File: config.mk
export PLATFORM = sky130hd
export DESIGN_NAME = alu_req_arbiter
export DESIGN_NICKNAME = d
export VERILOG_FILES = /design/src/rtl/alu_req_arbiter_pkg.sv /design/src/rtl/alu_req_arbiter_rr_arbiter.sv /design/src/rtl/alu_req_arbiter.sv
export SDC_FILE = /design/constraint.sdc
export NUM_CORES = 1
export LEC_CHECK = 0
export CORE_MARGIN = 2
export CORE_UTILIZATION = 30
export DETAILED_ROUTE_END_ITERATION = 6
export PLACE_DENSITY = 0.66
export SLEW_MARGIN = 15
export SYNTH_ARGS = -nofsm -noshare
export SYNTH_HDL_FRONTEND = slang
export SYNTH_SLANG_ARGS = --single-unit
File: constraint.sdc
create_clock -name clk -period 3.8 [get_ports clk]
set_clock_uncertainty 0.2 [all_clocks]
set_input_delay 0.38 -clock clk [delete_from_list [all_inputs] [get_ports clk]]
set_output_delay 0.38 -clock clk [all_outputs]
set_load 0.005 [all_outputs]
File: src/rtl/alu_req_arbiter_pkg.sv
// alu_req_arbiter_pkg: shared ALU function codes, FSM states and error flags
package alu_req_arbiter_pkg;
  localparam logic [3:0] FN_ADD = 4'b0000;
  localparam logic [3:0] FN_SUB = 4'b0001;
  localparam logic [3:0] FN_MUL = 4'b0010;
  localparam logic [3:0] FN_DIV = 4'b0011;
  localparam logic [3:0] FN_CMP = 4'b1100;
  localparam logic [3:0] FN_SHL = 4'b1110;
  localparam logic [3:0] FN_NOP = 4'b1111;
  localparam logic ERR_NONE = 1'b0;
  localparam logic ERR_TRAP = 1'b1;
  typedef enum logic [1:0] {IDLE, EXEC, CAPT, RESP} state_t;
  function automatic logic is_trap(input logic [3:0] func, input logic b_zero);
    return (func == FN_DIV && b_zero) || func == FN_NOP;
  endfunction
endpackage

File: src/rtl/alu_req_arbiter_rr_arbiter.sv
// rr_arbiter: round-robin grant search starting after the last granted requester
module rr_arbiter #(
  parameter int NUM_REQ = 4,
  localparam int ID_W = (NUM_REQ > 1) ? $clog2(NUM_REQ) : 1
) (
  input  logic               clk,
  input  logic               rst_n,
  input  logic [NUM_REQ-1:0] req,
  input  logic               en,
  input  logic               adv,
  output logic [NUM_REQ-1:0] gnt,
  output logic [ID_W-1:0]    gnt_idx,
  output logic               gnt_vld
);
  logic [ID_W-1:0] last_q, last_d, cand;
  logic hit;
  always_comb begin
    gnt_idx = '0;
    hit = 1'b0;
    cand = '0;
    for (int i = 1; i <= NUM_REQ; i++) begin
      cand = ID_W'((int'(last_q) + i) % NUM_REQ);
      if (!hit && req[cand]) begin
        hit = 1'b1;
        gnt_idx = cand;
      end
    end
    gnt_vld = en && hit;
    gnt = gnt_vld ? NUM_REQ'(1) << gnt_idx : '0;
    last_d = adv ? gnt_idx : last_q;
  end
  always_ff @(posedge clk) last_q <= !rst_n ? ID_W'(NUM_REQ - 1) : last_d;
endmodule

File: src/rtl/alu_req_arbiter.sv
// alu_req_arbiter: shares one registered ALU among requesters with a tagged response channel
module alu_req_arbiter
  import alu_req_arbiter_pkg::*;
#(
  parameter int N = 16,
  parameter int NUM_REQ = 4,
  localparam int ID_W = (NUM_REQ > 1) ? $clog2(NUM_REQ) : 1
) (
  input  logic                 clk,
  input  logic                 rst_n,
  input  logic [NUM_REQ-1:0]   req_valid,
  output logic [NUM_REQ-1:0]   req_ready,
  input  logic [4*NUM_REQ-1:0] req_func,
  input  logic [N*NUM_REQ-1:0] req_a,
  input  logic [N*NUM_REQ-1:0] req_b,
  output logic                 rsp_valid,
  input  logic                 rsp_ready,
  output logic [ID_W-1:0]      rsp_id,
  output logic [N-1:0]         rsp_data,
  output logic                 rsp_carry,
  output logic                 rsp_err,
  output logic                 busy,
  output logic [N-1:0]         alu_a,
  output logic [N-1:0]         alu_b,
  output logic [3:0]           alu_func,
  input  logic [N-1:0]         alu_out,
  input  logic                 alu_carry
);
  state_t state_q, state_d;
  logic [ID_W-1:0] gnt_idx, id_q, id_d;
  logic gnt_vld;
  logic [N-1:0] alu_a_q, alu_a_d, alu_b_q, alu_b_d, rsp_data_q, rsp_data_d, sel_a, sel_b;
  logic [3:0] alu_func_q, alu_func_d, sel_func;
  logic rsp_carry_q, rsp_carry_d, rsp_err_q, rsp_err_d;
  rr_arbiter #(.NUM_REQ(NUM_REQ)) u_rr (
    .clk     (clk),
    .rst_n   (rst_n),
    .req     (req_valid),
    .en      (state_q == IDLE),
    .adv     (gnt_vld),
    .gnt     (req_ready),
    .gnt_idx (gnt_idx),
    .gnt_vld (gnt_vld)
  );
  assign sel_func = req_func[int'(gnt_idx)*4 +: 4];
  assign sel_a = req_a[int'(gnt_idx)*N +: N];
  assign sel_b = req_b[int'(gnt_idx)*N +: N];
  always_comb begin
    state_d = state_q;
    id_d = id_q;
    alu_a_d = alu_a_q;
    alu_b_d = alu_b_q;
    alu_func_d = alu_func_q;
    rsp_data_d = rsp_data_q;
    rsp_carry_d = rsp_carry_q;
    rsp_err_d = rsp_err_q;
    case (state_q)
      IDLE: if (gnt_vld) begin
        id_d = gnt_idx;
        if (is_trap(sel_func, sel_b == '0)) begin
          rsp_data_d = '0;
          rsp_carry_d = 1'b0;
          rsp_err_d = ERR_TRAP;
          state_d = RESP;
        end else begin
          alu_a_d = sel_a;
          alu_b_d = sel_b;
          alu_func_d = sel_func;
          state_d = EXEC;
        end
      end
      EXEC: state_d = CAPT;
      CAPT: begin
        rsp_data_d = alu_out;
        rsp_err_d = ERR_NONE;
        rsp_carry_d = (alu_func_q == FN_ADD || alu_func_q == FN_SUB) ? alu_carry : 1'b0;
        alu_func_d = FN_NOP;
        state_d = RESP;
      end
      RESP: state_d = rsp_ready ? IDLE : RESP;
      default: state_d = IDLE;
    endcase
  end
  always_ff @(posedge clk) begin
    if (!rst_n) begin
      state_q <= IDLE;
      id_q <= '0;
      alu_a_q <= '0;
      alu_b_q <= '0;
      alu_func_q <= FN_NOP;
      rsp_data_q <= '0;
      rsp_carry_q <= 1'b0;
      rsp_err_q <= ERR_NONE;
    end else begin
      state_q <= state_d;
      id_q <= id_d;
      alu_a_q <= alu_a_d;
      alu_b_q <= alu_b_d;
      alu_func_q <= alu_func_d;
      rsp_data_q <= rsp_data_d;
      rsp_carry_q <= rsp_carry_d;
      rsp_err_q <= rsp_err_d;
    end
  end
  assign rsp_valid = state_q == RESP;
  assign busy = state_q != IDLE;
  assign rsp_id = id_q;
  assign rsp_data = rsp_data_q;
  assign rsp_carry = rsp_carry_q;
  assign rsp_err = rsp_err_q;
  assign alu_a = alu_a_q;
  assign alu_b = alu_b_q;
  assign alu_func = alu_func_q;
endmodule

# After elaboration in Yosys (flattened, before gate mapping)

Cells that the tools add are included.

$add $sub $neg: 4
$lt $le $gt $ge: 4
Equality and inequality tests: 9
Shift operators: 4
Mux-type cells: 34
Bitwise gates (word level): 1
Reduce and logical (&&, ||, !) cells: 19

Operators with widths:

| kind                                                                         | count |
|---|---|
| 64-bit by 7-bit indexed part select with 16-bit output                       | 2 |
| 16-bit 2-to-1 mux                                                            | 2 |
| 16-bit case mux with 2 select lines                                          | 1 |
| 16-bit logical NOT                                                           | 1 |
| 16-bit by 5-bit indexed part select with 4-bit output                        | 1 |
| 2-bit 2-to-1 mux                                                             | 7 |
| 1-bit 2-to-1 mux                                                             | 13 |
| 2-bit by 3-bit less-than comparator with 1-bit output, second input constant | 4 |
| 4-bit 2-to-1 mux                                                             | 3 |
| 3-bit AND reduction                                                          | 3 |
| 1-bit binary-select mux with 2-bit select                                    | 4 |
| 2-bit case mux with 4 select lines                                           | 1 |
| 4-bit case mux with 2 select lines                                           | 1 |
| 2-bit != test, second input constant                                         | 3 |
| 1-bit logical AND                                                            | 5 |
| 2-bit by 1-bit adder with 2-bit output, second input constant                | 2 |
| 2-bit adder, second input constant                                           | 2 |
| 2-bit == test, second input constant                                         | 2 |
| 4-bit by 1-bit == test with 1-bit output, second input constant              | 1 |
| 4-bit by 2-bit == test with 1-bit output, second input constant              | 1 |
| 4-bit == test, second input constant                                         | 1 |
| 4-bit logical NOT                                                            | 1 |
| 1-bit case mux with 2 select lines                                           | 2 |
| 2-bit nonzero test                                                           | 2 |
| other kinds (7)                                                              | 10 |

Flip-flop bits (word level): 60
Word-level logic and storage cells: 84

# Depth between registers and ports, before layout

Word-level depth: 20
Mapped depth: 13
Depth with buffers taken out: 9

# Modules after synthesis

From an unflattened synthesis, not the netlist that was laid out.

Cells, all modules: 365
Area, all modules: 3776.1 µm²

Modules (own cells, without submodules):

| module          | times used | cells an instance | area an instance (µm²) |
|---|---|---|---|
| alu_req_arbiter | 1          | 337               | 3557.2 |
| rr_arbiter      | 1          | 28                | 219.0 |

# Least setup slack after synthesis

No wires, ideal clock.

Path kind: register -> register
From: register u_rr.last_q[1]
To: register alu_func_q[2] (netlist: alu_func[2])
Setup time: 0.135 ns
Arrival: 2.588 ns
Data required time: 3.465 ns
Setup slack: 0.877 ns
Cell stages (with the launch flop): 13
Path buffers: 3
Period minus slack after synthesis: 2.923 ns
Cell sequence: dfxtp_1 buf_4 and3b_1 o31a_1 buf_6 a31oi_1 a32oi_1 or4_1 nor4_2 a21oi_2 buf_2 a211oi_2 o31ai_1

Cells in the longest elaborated chain, start to end: 19
Elaborated cells on any way between the ends: 40

Ends and longest elaborated chain:

| element                                                                                                                         | RTL line                                         | text |
|---|---|---|
| start, declared                                                                                                                 | alu_req_arbiter_rr_arbiter.sv:15                 | `logic [ID_W-1:0] last_q, last_d, cand;` |
| start signal, assigned                                                                                                          | alu_req_arbiter_rr_arbiter.sv:32                 | `always_ff @(posedge clk) last_q <= !rst_n ? ID_W'(NUM_REQ - 1) : last_d;` |
| 2-bit by 1-bit adder with 2-bit output                                                                                          | alu_req_arbiter_rr_arbiter.sv:22                 | `cand = ID_W'((int'(last_q) + i) % NUM_REQ);` |
| 1-bit binary-select mux with 2-bit select                                                                                       | alu_req_arbiter_rr_arbiter.sv:23                 | `if (!hit && req[cand]) begin` |
| 1-bit 2-to-1 mux (not written as such)                                                                                          | alu_req_arbiter_rr_arbiter.sv:23                 |  |
| 1-bit 2-to-1 mux                                                                                                                | alu_req_arbiter_rr_arbiter.sv:23                 |  |
| 1-bit logical NOT                                                                                                               | alu_req_arbiter_rr_arbiter.sv:23                 |  |
| 1-bit logical AND                                                                                                               | alu_req_arbiter_rr_arbiter.sv:23                 |  |
| 1-bit 2-to-1 mux                                                                                                                | alu_req_arbiter_rr_arbiter.sv:23                 |  |
| 1-bit logical NOT                                                                                                               | alu_req_arbiter_rr_arbiter.sv:23                 |  |
| [... 3 more ...]                                                                                                                | n/a                                              |  |
| 1-bit logical AND                                                                                                               | alu_req_arbiter_rr_arbiter.sv:23                 |  |
| 2-bit 2-to-1 mux                                                                                                                | alu_req_arbiter_rr_arbiter.sv:23                 |  |
| 64-bit by 7-bit indexed part select with 16-bit output or 16-bit by 5-bit indexed part select with 4-bit output (tied branches) | alu_req_arbiter.sv:47, alu_req_arbiter.sv:45     |  |
| 16-bit logical NOT or 4-bit by 2-bit == test with 1-bit output (tied branches)                                                  | alu_req_arbiter.sv:60, alu_req_arbiter_pkg.sv:14 |  |
| 1-bit logical AND                                                                                                               | alu_req_arbiter_pkg.sv:14                        | `return (func == FN_DIV && b_zero) \|\| func == FN_NOP;` |
| 1-bit logical OR                                                                                                                | alu_req_arbiter_pkg.sv:14                        |  |
| 2-bit != test (no line)                                                                                                         | n/a                                              |  |
| 3-bit AND reduction (no line)                                                                                                   | n/a                                              |  |
| end signal, assigned                                                                                                            | alu_req_arbiter.sv:99                            | `alu_func_q <= alu_func_d;` |
| end, declared                                                                                                                   | alu_req_arbiter.sv:33                            | `logic [3:0] alu_func_q, alu_func_d, sel_func;` |

Parallel ways exist; a longest one is shown, timed or not. The select of a mux whose other input is x is not followed.
A chain may end at the register's enable or synchronous reset.

# Final worst setup path

From: input req_valid[1]
To: register alu_func_q[2] (netlist: alu_func[2])

Cells in the longest elaborated chain, start to end: 18
Elaborated cells on any way between the ends: 36

Ends and longest elaborated chain:

| element                                                                                                                         | RTL line                                         | text |
|---|---|---|
| start, declared                                                                                                                 | alu_req_arbiter.sv:11                            | `input logic [NUM_REQ-1:0] req_valid,` |
| 1-bit binary-select mux with 2-bit select                                                                                       | alu_req_arbiter_rr_arbiter.sv:23                 |  |
| 1-bit 2-to-1 mux (not written as such)                                                                                          | alu_req_arbiter_rr_arbiter.sv:23                 |  |
| 1-bit 2-to-1 mux                                                                                                                | alu_req_arbiter_rr_arbiter.sv:23                 |  |
| 1-bit logical NOT                                                                                                               | alu_req_arbiter_rr_arbiter.sv:23                 |  |
| 1-bit logical AND                                                                                                               | alu_req_arbiter_rr_arbiter.sv:23                 |  |
| 1-bit 2-to-1 mux                                                                                                                | alu_req_arbiter_rr_arbiter.sv:23                 |  |
| 1-bit logical NOT                                                                                                               | alu_req_arbiter_rr_arbiter.sv:23                 |  |
| 1-bit logical AND                                                                                                               | alu_req_arbiter_rr_arbiter.sv:23                 |  |
| [... 2 more ...]                                                                                                                | n/a                                              |  |
| 1-bit logical AND                                                                                                               | alu_req_arbiter_rr_arbiter.sv:23                 |  |
| 2-bit 2-to-1 mux                                                                                                                | alu_req_arbiter_rr_arbiter.sv:23                 |  |
| 64-bit by 7-bit indexed part select with 16-bit output or 16-bit by 5-bit indexed part select with 4-bit output (tied branches) | alu_req_arbiter.sv:47, alu_req_arbiter.sv:45     |  |
| 16-bit logical NOT or 4-bit by 2-bit == test with 1-bit output (tied branches)                                                  | alu_req_arbiter.sv:60, alu_req_arbiter_pkg.sv:14 |  |
| 1-bit logical AND                                                                                                               | alu_req_arbiter_pkg.sv:14                        |  |
| 1-bit logical OR                                                                                                                | alu_req_arbiter_pkg.sv:14                        |  |
| 2-bit != test (no line)                                                                                                         | n/a                                              |  |
| 3-bit AND reduction (no line)                                                                                                   | n/a                                              |  |

Parallel ways exist; a longest one is shown, timed or not. The select of a mux whose other input is x is not followed.

==> results.md <==
- The clock-pin slew reported for the worst setup and hold paths after clock tree synthesis is ~0.060 ns.
- Power spread over the standard cell area amounts to roughly 410 nW/um2.
- The placed wire-length estimate after detailed placement is approximately 12 mm.
- The static power due to leakage is ~2.7 nW.
- Measured along the x axis, the die boundary spans 118.5 um.
- Hold repair after CTS inserted 0 buffers.
- The post-route netlist has 7.537% of its cells at a drive strength greater than 1.
- For this design, the slowest cell found on the critical path is or4_1.
- The number of rows in the core area is 41.
- The kind of capture point of the worst setup path is a flip-flop.
- The flow ran to the end, and the final reports show no timing, DRC or antenna violations.
- The final hold violation count is 0.
- The post-detailed-routing wire length is about 15 mm.
- The number of cells produced by synthesis is about 530.
- In this run the critical register-to-register path is launched from u_rr.last_q[1].
- After detailed routing, the average wire length per cell comes to between 15 and 20 um.
- The fraction of the cycle the final worst path needs is between 90% and 100%.
- The critical path goes through clkdlybuf4s50_1, a21oi_1, o31a_2, buf_4, a32oi_1, or4_1, nor4_2, a21oi_2, buf_4, a211oi_2, o31ai_1.
- The post-detailed-route count of antenna-violating nets is 0.
- The cell that appears most often on the critical path is buf_4.
- Global routing used roughly 21% of the available tracks across all layers.
- The number of H-tree branching levels is 3.
- 230 I/O pins were placed.
- The initial antenna violation count came to 0.
- The total power draw is approximately 2.7 mW.
- The worst stage delay on the critical path is 0.56 ns.
- The maximum clock frequency is 286.0 MHz.
- The global-route wire length before repair is ~25 mm.
- The clock passes through at most 2 buffers.
- Setup repair after global routing left no endpoint under its margin.
- The critical path start-end classification is in2reg.
- The hold path startpoint is alu_a[9].
- Counting tap cells, the placed design contains a total of 900 instances.
- The via count is between 4000 and 5000.
- The most instantiated flip-flop cell in the synthesis netlist is dfxtp_1.
- Summing the sequential cell areas from Yosys gives between 30% and 40% of the chip area.
- Along the worst path, the maximum fanout reaches 18.
- The worst hold path endpoint is alu_a[9].
- Max-cap violations in this run came to 0.
- Counting every net in the synthesized netlist gives about 700.
- During placement, the flow inserted port buffers numbering around 230.
- The worst setup slack for register-to-register paths is roughly 0.33 ns.
- OpenSTA, run right after detailed placement, puts the worst setup slack at -0.01802 ns.
- The average instance area after synthesis is about 7.5 um2.
- The peak ir drop on the vdd network is roughly 210 uV.
- Counting flops and latches in the post-synthesis netlist gives 60.
- The floorplan step set the die height to 118.5 um.
- The number of global-route vias before repair is 4996.
- The average via count per standard cell is around 5.3.
- In the layout the commonest cells are 228 x clkdlybuf4s50_1, 123 x nand2_1, 60 x dfxtp_1, 57 x nand3_1, 34 x mux2i_1.
- The library cell used most frequently in the layout, excluding fill and tap cells, is clkdlybuf4s50_1.
- The total CTS buffers is 9.
- The floorplan step defined a die boundary enclosing 14040 um2.
- At the worst endpoint, the required time is between 3 and 4 ns.
- The netlist area before placement is between 3000 and 4000 um2.
- The clock period minus worst slack is 3.497 ns.
- The worst setup slack after layout is around 0.30 ns.
- 0 antenna diodes ended up in the layout.
- The count of distinct cell types in the synthesized netlist is 50.
- The number of stages on the worst hold path is 2.
- The worst slew slack as a fraction of its limit is between 30% and 40%.
- The region available for standard cell placement spans 12720 um2.
- In this run, post-CTS repair resized a total of 0 instances.
- Yosys printed 0 warnings.
- The initial core utilization is 30.92%.
- The class of the tightest hold or removal check is reg2reg.
- In the synthesized netlist the async set-or-reset flop fraction comes to 0%.
- Setup total negative slack on the finished layout was measured at 0 ns.
- Global routing finished with a remaining overflow of 0.
- Entering global routing, the biggest net connects 94 pins.
- The filler cells instantiated in the layout total about 1300.
- The worst register-to-register path ends at alu_func[2].
- The number of setup violations in the final report is 0.
- The net total in the final layout is 907.
- Yosys mapped a number of flops with a built-in enable equal to 0.
- The relative area change from synthesis to final layout is 71.12%.
- Leaving out filler cells and counting taps, the final layout contains 915.
- At the later pin of the worst-skew pair, clock insertion delay measures between 0.3 and 0.4 ns.
- For the worst setup path, the data arrival time is 3.46 ns.
- Measured in cells, the most critical reg-to-reg path has a length of 11.
- At the pin with the least slew margin, the transition time is approximately 1.0 ns.
- After detailed routing, the number of remaining DRC violations is 0.
- The count of final max-slew check failures came to 0.
- The number of violations reported at the end of detailed-routing iteration 0 is 271.
- The clock tree from TritonCTS is yes.
- The number of setup buffers added after CTS is 0.
- The sink count of the clock tree is 60.
- The congestion estimate from routability-driven global placement came to approximately 0.9.
- STA classifies the critical path startpoint as an input port.
- The first-pass detailed-route iteration total is 7.
- The clock root buffer is clkbuf_16.
==> registers in the layout, indices dropped and copies added, names as in the netlist <==
signal	cells
alu_a	16
alu_b	16
alu_func	4
rsp_carry	1
rsp_data	16
rsp_err	1
rsp_id	2
state_q	2
u_rr.last_q	2
==> critical path, delay by kind of cell <==
family | cells | cell delay, ns
and+or+nand+nor | 2 | 0.86
AOI/OAI and AO/OA | 6 | 1.25
buffers and inverters | 3 | 0.95
==> metrics by stage <==
| step | hold WS [ns] | area [um2] | util (%) |
|---|---|---|---|
| 2_1_floorplan | 0.2527 | 3934 | - |
| 3_3_place_gp | 0.2459 | 6444 | 50.65 |
| 3_5_place_dp | 0.2554 | 6444 | 50.65 |
| 4_1_cts | 0.2632 | 6731 | 52.91 |
| 5_1_grt | 0.2790 | 6731 | 52.91 |
| 6_report | 0.2576 | 6731 | 52.91 |
==> final cells by class <==
class	count	area (um2)	share of cell area (%)
sequential	60	1201	17.84
clock inverter	3	21.27	0.3160
multi-input combinational	410	2495	37.06
clock buffer	12	266.5	3.959
tap	172	215.2	3.197
inverter	6	22.52	0.3346
timing repair buffer	252	2510	37.29
==> worst max-delay path by stage <==
| stage | from | end | slack (ns) | cells past startpoint |
|---|---|---|---|---|
| 6_report | req_valid[1] | alu_func[2] | 0.30 | 11 |
| 5_1_grt | u_rr.last_q[1] | alu_func[2] | 0.06 | 11 |
| 4_1_cts | req_valid[1] | alu_func[2] | 0.31 | 11 |
| 3_5_place_dp | req_valid[1] | alu_func[2] | -0.02 | 11 |
| 3_3_place_gp | req_valid[1] | alu_func[2] | 0.07 | 11 |
| 2_1_floorplan | u_rr.last_q[1] | alu_func[2] | 0.88 | 12 |
==> cell families after synthesis <==
logic type      synth area share [%]
compound gates                 23.41
buf+inv                        6.647
flops                          30.53
mux                            8.651
simple gates                   30.76
==> Yosys cell counts (5+ instances only) <==
cell type | n | area share [%]
and3_1 | 23 | 3.7
nand3_1 | 57 | 7.3
mux2i_1 | 34 | 8.7
buf_2 | 5 | 0.64
o21ai_0 | 17 | 2.2
or3_1 | 10 | 1.6
nor2b_1 | 5 | 0.80
inv_1 | 6 | 0.57
o2111ai_1 | 16 | 3.6
nor2_1 | 8 | 0.76
a32oi_1 | 21 | 4.7
nand2_1 | 123 | 12
a21oi_1 | 6 | 0.76
clkbuf_1 | 39 | 3.7
dfxtp_1 | 60 | 31
a211oi_1 | 25 | 4.8
a31oi_1 | 8 | 1.3
o22ai_1 | 6 | 0.95
==> power by group <==
part           internal (mW)  total (mW)  switching [mW]  leakage (nW)
sequential             0.737       0.807          0.0705         0.493
clock                  0.491       0.777           0.287         0.141
combinational          0.614        1.15           0.538          2.07
==> per-layer routing <==
metal	up-vias	wire (um)	GRT usage, %
li1	2374	-	-
met1	2273	6482	25.74
met2	201	7453	37.25
met3	27	952	4.681
met4	0	417	8.557
met5	-	0	0
(Power assumes the default switching activity.)
